===== src/rtl/ok_btpipe_pkg.sv =====
// Shared definitions for the block-throttled pipe endpoints.
package ok_btpipe_pkg;

  // Legal endpoint address window for block-throttled output pipes
  localparam logic [7:0] BTPIPEOUT_MIN = 8'hA0;
  localparam logic [7:0] BTPIPEOUT_MAX = 8'hBF;

  // User source returns data this many cycles after ep_read
  localparam int EP_READ_LATENCY = 1;

  typedef enum logic {
    IDLE   = 1'b0,
    STREAM = 1'b1
  } bt_state_e;

endpackage


===== src/rtl/ok_prefetch_fifo.sv =====
// Small show-ahead FIFO: head always presents the oldest stored word.
module ok_prefetch_fifo #(
  parameter int WIDTH = 16,
  parameter int DEPTH = 4,
  localparam int AW = $clog2(DEPTH),
  localparam int CW = AW + 1
) (
  input  logic             clk_i,
  input  logic             rst_i,
  input  logic             push_i,
  input  logic             pop_i,
  input  logic             flush_i,
  input  logic [WIDTH-1:0] din_i,
  output logic [WIDTH-1:0] head_o,
  output logic [CW-1:0]    count_o,
  output logic             empty_o
);

  logic [WIDTH-1:0] mem_q [DEPTH];
  logic [AW-1:0]    wr_q, wr_d;
  logic [AW-1:0]    rd_q, rd_d;
  logic [CW-1:0]    count_q, count_d;
  logic             full, do_push, do_pop;

  assign empty_o = (count_q == '0);
  assign full    = (count_q == CW'(DEPTH));
  assign do_push = push_i & ~full;
  assign do_pop  = pop_i & ~empty_o;
  assign head_o  = mem_q[rd_q];
  assign count_o = count_q;

  // Next pointer/occupancy; pointers wrap naturally since DEPTH is a power of two
  always_comb begin
    wr_d    = wr_q;
    rd_d    = rd_q;
    count_d = count_q;
    if (do_push) wr_d = wr_q + AW'(1);
    if (do_pop)  rd_d = rd_q + AW'(1);
    case ({do_push, do_pop})
      2'b10:   count_d = count_q + CW'(1);
      2'b01:   count_d = count_q - CW'(1);
      default: count_d = count_q;
    endcase
    if (flush_i) begin
      wr_d    = '0;
      rd_d    = '0;
      count_d = '0;
    end
  end

  // Control state: pointers and occupancy
  always_ff @(posedge clk_i or posedge rst_i) begin
    if (rst_i) begin
      wr_q    <= '0;
      rd_q    <= '0;
      count_q <= '0;
    end else begin
      wr_q    <= wr_d;
      rd_q    <= rd_d;
      count_q <= count_d;
    end
  end

  // Storage array carries data only, so it has no reset
  always_ff @(posedge clk_i) begin
    if (do_push && !flush_i) mem_q[wr_q] <= din_i;
  end

endmodule


===== src/rtl/ok_btpipe_out_prefetch.sv =====
// Block-throttled output pipe endpoint with a prefetch FIFO in front of the user source.
module ok_btpipe_out_prefetch
  import ok_btpipe_pkg::*;
#(
  parameter logic [7:0] EP_ADDR   = 8'hA0,
  parameter int         WIDTH     = 16,
  parameter int         BLOCK_LEN = 256,
  parameter int         DEPTH     = 4
) (
  input  logic             ti_clock,
  input  logic             ti_reset,
  input  logic [7:0]       ti_addr,
  input  logic             ti_blockstrobe,
  input  logic             ti_read,
  output logic [WIDTH-1:0] ti_dataout,
  output logic             ti_ready,
  input  logic             ep_ready,
  output logic             ep_blockstrobe,
  output logic             ep_read,
  input  logic [WIDTH-1:0] ep_datain,
  output logic             underrun
);

  localparam int BW  = $clog2(BLOCK_LEN) + 1;
  localparam int FCW = $clog2(DEPTH) + 1;

  if (EP_ADDR < BTPIPEOUT_MIN || EP_ADDR > BTPIPEOUT_MAX) begin : g_bad_addr
    $fatal(1, "ok_btpipe_out_prefetch: EP_ADDR outside 0xA0..0xBF");
  end
  if (BLOCK_LEN < 2 || BLOCK_LEN > 1024 || (BLOCK_LEN & (BLOCK_LEN - 1)) != 0) begin : g_bad_len
    $fatal(1, "ok_btpipe_out_prefetch: BLOCK_LEN must be a power of two in 2..1024");
  end
  if (DEPTH < 2 || DEPTH > 16 || (DEPTH & (DEPTH - 1)) != 0) begin : g_bad_depth
    $fatal(1, "ok_btpipe_out_prefetch: DEPTH must be a power of two in 2..16");
  end

  bt_state_e        state_q;
  logic [BW-1:0]    issued_q, consumed_q;
  logic             ep_read_q, in_flight_q, ep_blockstrobe_q, underrun_q;

  logic             sel, stream, host_rd, pop, blk_start, block_end, push;
  logic             credit, ep_read_d, underrun_d;
  logic [WIDTH-1:0] fifo_head;
  logic [FCW-1:0]   fifo_count;
  logic             fifo_empty;

  assign sel       = (ti_addr == EP_ADDR);
  assign stream    = (state_q == STREAM);
  assign host_rd   = sel & ti_read;
  assign pop       = host_rd & stream;
  assign blk_start = sel & ti_blockstrobe & ep_ready & (state_q == IDLE);
  assign block_end = pop & (consumed_q == BW'(BLOCK_LEN - 1));
  // A word landing on the block-end edge belongs to an underrun block and is dropped
  assign push      = in_flight_q & stream & ~block_end;

  // Words requested but not yet in the FIFO still hold a slot
  assign credit    = (int'(fifo_count) + int'(ep_read_q) + int'(in_flight_q)) < DEPTH;
  assign ep_read_d = stream & ~block_end & credit & (issued_q < BW'(BLOCK_LEN));

  assign underrun_d = underrun_q
                    | (pop & fifo_empty)
                    | (host_rd & ~stream)
                    | (sel & ti_blockstrobe & (stream | ~ep_ready));

  assign ti_ready       = sel & ep_ready & (state_q == IDLE);
  assign ti_dataout     = (sel && !fifo_empty) ? fifo_head : '0;
  assign ep_read        = ep_read_q;
  assign ep_blockstrobe = ep_blockstrobe_q;
  assign underrun       = underrun_q;

  ok_prefetch_fifo #(
    .WIDTH (WIDTH),
    .DEPTH (DEPTH)
  ) u_fifo (
    .clk_i   (ti_clock),
    .rst_i   (ti_reset),
    .push_i  (push),
    .pop_i   (pop),
    .flush_i (block_end),
    .din_i   (ep_datain),
    .head_o  (fifo_head),
    .count_o (fifo_count),
    .empty_o (fifo_empty)
  );

  // Block FSM with issue/consume counters and registered user-side strobes
  always_ff @(posedge ti_clock or posedge ti_reset) begin
    if (ti_reset) begin
      state_q          <= IDLE;
      issued_q         <= '0;
      consumed_q       <= '0;
      ep_read_q        <= 1'b0;
      in_flight_q      <= 1'b0;
      ep_blockstrobe_q <= 1'b0;
      underrun_q       <= 1'b0;
    end else begin
      ep_blockstrobe_q <= blk_start;
      ep_read_q        <= ep_read_d;
      in_flight_q      <= ep_read_q;
      underrun_q       <= underrun_d;
      case (state_q)
        IDLE: begin
          if (blk_start) begin
            state_q    <= STREAM;
            issued_q   <= '0;
            consumed_q <= '0;
          end
        end
        STREAM: begin
          if (ep_read_d) issued_q   <= issued_q + BW'(1);
          if (pop)       consumed_q <= consumed_q + BW'(1);
          if (block_end) state_q    <= IDLE;
        end
        default: state_q <= IDLE;
      endcase
    end
  end

endmodule


===== config.mk =====
export PLATFORM = sky130hd
export DESIGN_NAME = ok_btpipe_out_prefetch
export DESIGN_NICKNAME = d
export VERILOG_FILES = /design/src/rtl/ok_btpipe_pkg.sv /design/src/rtl/ok_prefetch_fifo.sv /design/src/rtl/ok_btpipe_out_prefetch.sv
export SDC_FILE = /design/constraint.sdc
export NUM_CORES = 1
export LEC_CHECK = 0
export BUFFER_PORTS_ARGS = -buffer_cell sky130_fd_sc_hd__buf_2
export CAP_MARGIN = 25
export CORE_ASPECT_RATIO = 1.4
export CORE_MARGIN = 3
export CORE_UTILIZATION = 50
export CTS_CLUSTER_DIAMETER = 50
export CTS_CLUSTER_SIZE = 16
export DETAILED_ROUTE_END_ITERATION = 8
export GPL_ROUTABILITY_DRIVEN = 1
export GPL_TIMING_DRIVEN = 0
export PLACE_DENSITY_LB_ADDON = 0.15
export SKIP_CTS_REPAIR_TIMING = 1
export SYNTH_ARGS = -nofsm -noshare
export SYNTH_HDL_FRONTEND = slang
export SYNTH_SLANG_ARGS = --single-unit

===== constraint.sdc =====
create_clock -name ti_clock -period 3.9 [get_ports ti_clock]
set_clock_uncertainty 0.2 [all_clocks]
set_input_delay 0.195 -clock ti_clock [delete_from_list [all_inputs] [get_ports ti_clock]]
set_output_delay 0.195 -clock ti_clock [all_outputs]
set_load 0.1 [all_outputs]

==> run metrics, run 1 <==
worst-path fanout max 9; GP Congestion 0.8172; Seq cells post-synth 94; WL per Instance 17.90 um; vias in the first global route 2734; first-pass GRT wire length 13.61 mm; Main synth FF type edfxtp_1; Crit path arrival time 3650 ps; Final Instance Area 0.004957 mm2; core area 0.007940 mm2; commonest non-fill, non-tap cell in the layout edfxtp_1; Final Cycle Share 91.68%; outcome finished clean; Worst Path Buf+Inv 1; Hold Fails Final Rpt 0; # diodes 0; pwr/cell area 393.4 mW/mm2; post-synth cell types 51; warnings from Yosys 0; fraction of final layout cells sized beyond drive strength 1 25.68%; min Tclk post-route 3575 ps; largest net degree at the start of global routing 20; critical path's slowest cell fa_1; Peak VDD IR 0.3209 mV; Worst-path clk slew 90 ps; Leakage Power 1.983 nW; buffer depth of the longest clock path 2; die area 0.009523 mm2; Post-DRT Antenna Nets 0; max cap viols 0; mapped cell area 0.004187 mm2; Synth Instances 289; Pwr Total 0.001950 W; Fin Setup TNS 0 ps; Worst Tran Pin Value 906.6 ps; initial core utilization 52.73%; top cell type's share of synthesized area 45.91%; CTS root buf clkbuf_8; routed wire length 8.414 mm; Max-slew headroom 39.56%; vias per cell 5.751; 1st-iter DRT viols 88; FP Rows 38; Fin Hold WS 69.29 ps; Die Y 114.3 um; most frequent cells in the layout edfxtp_1 (64), buf_2 (51), dfrtp_1 (30); Startpoint Class flip-flop; Die W 83.34 um; Vias 2703; RSZ-0062 raised after global routing false; worst-path cell chain ha_1 -> nand2_1 -> nor2_1 -> and3_1 -> ha_1 -> and2_1 -> a31oi_4 -> and2_0 -> clkbuf_1 -> nor2_1 -> fa_1 -> o41ai_1 -> o21ba_2 -> o2111ai_1 -> o211ai_1; Ports 49; clock sinks 94; total CTS buffers 9; Final Setup Violations 0; max incr delay on CP 430 ps; H-tree lvl count 3; Avg Inst Size Synth 14.49 um2; Port Buffers 48; Max Freq 0.2797 GHz; CTS tree yes; P&R area growth vs syn 18.41%; Worst path top cell family by delay adder cells; sequential fraction of the synthesis area 63.84%; Worst-Skew Late Latency 360 ps; syn nets 327; most area-hungry cell type in the Yosys netlist edfxtp_1; CP endpoint kind flip-flop; Synth area leaders edfxtp_1 (46%), dfrtp_1 (18%), mux4_2 (8.6%); number of synthesized flops with an enable pin 64; cell area after placement 0.004579 mm2; HPWL after DPL 5.605 mm; nets 403; global-route usage over all layers 18.55%; drc violations 0; initial antenna violation count 0; required time of the critical path 3980 ps; kind of critical path flip-flop to flip-flop; total gr overflow 0; Slew Viols, Final 0; drt pass-1 iters 4; Hold Path Class input pin to flip-flop; fraction of registers with async set/reset 31.91%
[layer usage]
metal	track usage [%]	up-vias	wire length (um)
met5	0	-	0
met3	3.816	13	311
met2	32.01	66	4341
li1	-	1267	-
met4	7.634	0	125
met1	22.88	1357	3636
[power by group]
part / switching (W) / internal (W) / leakage [nW]
Sequential: 0.0000335 / 0.00110 / 0.946
Combinational: 0.0000949 / 0.0000857 / 0.940
Clock: 0.000341 / 0.000297 / 0.0972
[cell usage after synthesis (2+ instances only)]
master and instances:
mux4_2 16, edfxtp_1 64, buf_6 2, ha_1 8, nor4_1 3, nor4_4 2, a311o_1 2, o21ai_0 7
nand2_1 19, a311oi_1 2, or3_1 3, nand3_1 6, a31oi_1 6, a22o_1 3, nor2_1 18, o31ai_1 2
dfrtp_1 30, a21o_1 2, nor3_1 5, and3_1 25, inv_1 9, xnor2_1 8, a21oi_1 8, mux2_2 2
buf_2 3, clkbuf_1 9
[per-stage QoR]
step           setup WS (ps)  utilization [%]  cells
2_1_floorplan          566.7                -    289
3_3_place_gp           90.49            57.33    437
3_5_place_dp           52.75            57.67    438
4_1_cts                25.81            60.15    454
5_1_grt                99.47            62.43    470
6_report               324.6            62.43    470
[worst min-delay path: cells and delay by family]
family / cells / cell delay [ps]
AOI/OAI and AO/OA: 3 / 320
buffers and inverters: 1 / 90
[path summary, 6_finish.rpt]
kind                                 from                 to  slack (ps)  cells after the start
max in group asynchronous        ti_reset  u_fifo.count_o[1]        2780                      4
hold reg to reg                   ep_read        in_flight_q         260                      0
setup / recovery            consumed_q[0]  u_fifo.count_o[2]         320                     15
setup reg to reg            consumed_q[0]  u_fifo.count_o[2]         320                     15
hold / removal             ti_blockstrobe           underrun          70                      4
min in group asynchronous        ti_reset        issued_q[7]         230                      3
[final cells by class]
cell class                      instances  area (um2)
Buffer                                 14       71.32
Clock buffer                            9       123.9
Clock inverter                          7       72.57
Fill cell                             623        2983
Inverter                                9       33.78
Multi-Input combinational cell        171        1420
Sequential cell                        94        2673
Tap cell                              100       125.1
Timing Repair Buffer                   66       437.9
[cell families after synthesis]
| logic type | Yosys count | share of synthesized area (%) |
|---|---|---|
| DFF | 94 | 63.84 |
| and+or+nand+nor | 93 | 12.67 |
| AOI/OAI and AO/OA | 41 | 6.755 |
| buffers and inverters | 24 | 2.600 |
| muxes | 19 | 9.384 |
| xor gates and xnor gates | 9 | 1.883 |
| adders and majority gates | 9 | 2.869 |
[state kept, by name (all words and copies together), names as in the netlist]
name            cells
consumed_q          9
ep_blockstrobe      1
ep_read             1
in_flight_q         1
issued_q            9
state_q             1
u_fifo.count_o      3
u_fifo.mem_q       64
u_fifo.rd_q         2
u_fifo.wr_q         2
underrun            1
Power figures use the tool's default switching activity.
==> run 2: changes to the inputs <==
- PLACE_DENSITY: not set -> 0.7
- PLACE_DENSITY_LB_ADDON: 0.15 -> not set
==> run 2 against run 1 <==
Sequential power is essentially flat. Final cell count grew 0.21%. Sequential share of layout area grew 0.29 points. Largest power group unchanged.
==> run metrics, run 2 (synthesized netlist as in run 1, its figures left out) <==
Final Cycle Share 90.88%; Port Buffers 48; nets 404; Pwr Total 0.001865 W; net switching power 0.0004510 W; Worst-Skew Late Latency 350 ps; die area 0.009523 mm2; 1st-iter DRT viols 174; Final Setup Violations 0; total gr overflow 0; outcome finished clean; Util after Layout 62.10%; Hold Path Class input pin to flip-flop; Startpoint Class flip-flop; kind of critical path flip-flop to flip-flop; drt pass-1 iters 4; WL per Instance 17.49 um; Post-DRT Antenna Nets 0; max cap viols 0; Max-slew headroom 40.04%; required time of the critical path 3940 ps; Ports 49; largest reg by FF count u_fifo.mem_q; max incr delay on CP 400 ps; routed wire length 8.240 mm; initial core utilization 52.73%; combinational power share 9.7%; Vias 2689; H-tree lvl count 3; sw frac 24.18%; Worst Tran Pin Value 887.3 ps; vias in the first global route 2660; total CTS buffers 9; FP Rows 38; P&R area growth vs syn 17.78%; # diodes 0; Crit path arrival time 3580 ps; vias per cell 5.709; Slew Viols, Final 0; Fin Setup TNS 0 ps; CTS tree yes; Hold Fails Final Rpt 0; CP endpoint kind flip-flop; GP Congestion 0.8548; Leakage Power 1.974 nW; buffer depth of the longest clock path 2; clock sinks 94; clock share of power 29.7%; RSZ-0062 raised after global routing false; fraction of final layout cells sized beyond drive strength 1 25.07%; Max Freq 0.2822 GHz; drc violations 0; HPWL after DPL 5.463 mm; most frequent cells in the layout edfxtp_1 (64), buf_2 (51), dfrtp_1 (30); worst-path cell chain ha_1 -> nand2_1 -> nor2_1 -> and3_1 -> ha_1 -> clkbuf_1 -> and2_1 -> a31oi_4 -> and2_0 -> clkbuf_2 -> nor2_1 -> fa_1 -> o41ai_1 -> o21ba_2 -> o21ai_0 -> o211ai_1; worst-path fanout max 9; Sequential Power Share 60.7%; Peak VDD IR 0.3132 mV; Die Y 114.3 um; CTS root buf clkbuf_8; max FFs per register 64; commonest non-fill, non-tap cell in the layout edfxtp_1; core area 0.007940 mm2; top flop regs u_fifo.mem_q (64), consumed_q (9), issued_q (9); pwr/cell area 378.2 mW/mm2; min Tclk post-route 3544 ps; initial antenna violation count 0; critical path's slowest cell dfrtp_1; global-route usage over all layers 17.90%; Worst-path clk slew 90 ps; cell-internal power 0.001414 W; first-pass GRT wire length 13.11 mm; largest net degree at the start of global routing 17; Die W 83.34 um; Fin Hold WS 82.04 ps
run 2: changes by cell type in the layout (fill, tap and decap cells not counted):
cell        before  now
bufinv_16        1    0
clkinv_1         1    3
clkbuf_2         0    1
clkbuf_1         8    9
clkinvlp_4       1    0
clkinv_2         1    0
run 2: path summary, 6_finish.rpt:
check,start,slack [ps],cells past startpoint,end
worst max-delay path,consumed_q[0],360,16,u_fifo.count_o[2]
worst min-delay path,ti_blockstrobe,80,4,underrun
worst max register to register,consumed_q[0],360,16,u_fifo.count_o[2]
worst min register to register,ep_read,230,0,in_flight_q
max in group asynchronous,ti_reset,2700,4,issued_q[5]
min in group asynchronous,ti_reset,280,3,u_fifo.count_o[2]
run 2: area by class of cell:
cell class	instances	area [um2]
Multi-Input combinational cell	171	1420
Fill cell	602	3009
Sequential cell	94	2673
Tap cell	100	125.1
Clock buffer	10	127.6
Timing Repair Buffer	66	437.9
Buffer	15	76.32
Clock inverter	6	37.54
Inverter	9	33.78
run 2: stage by stage:
step                      std cells  worst slack [ps]  area [um2]
final                           471             355.8        4931
after global placement          437             120.2        4552
after CTS                       454             60.75        4745
after global routing            471             33.04        4931
after floorplan                 289             566.7        4187
after detailed placement        438             103.1        4579
run 2: power groups by stage:
stage	Clock (W)	Sequential, W	Combinational, W
global route	0.000607	0.00114	0.000202
CTS	0.000569	0.00113	0.000167
detailed placement	0	0.00115	0.000167
floorplan	0	0.00116	0.000105
global placement	0	0.00115	0.000158
finish	0.000553	0.00113	0.000180
run 2: layer usage:
| metal | GRT usage, % | vias to the layer above | part of all wire (%) |
|---|---|---|---|
| met2 | 31.05 | 68 | 52 |
| met5 | 0 | - | 0 |
| met1 | 22.44 | 1348 | 42 |
| li1 | - | 1265 | - |
| met4 | 5.889 | 0 | 1.2 |
| met3 | 3.888 | 8 | 4.3 |
run 2: critical path, delay by kind of cell, from the launching register on:
kind | cells | cell delay (ps)
AOI/OAI and AO/OA | 5 | 720
DFF | 1 | 400
buffers and inverters | 2 | 460
and+or+nand+nor | 6 | 1050
adders and majority gates | 3 | 580
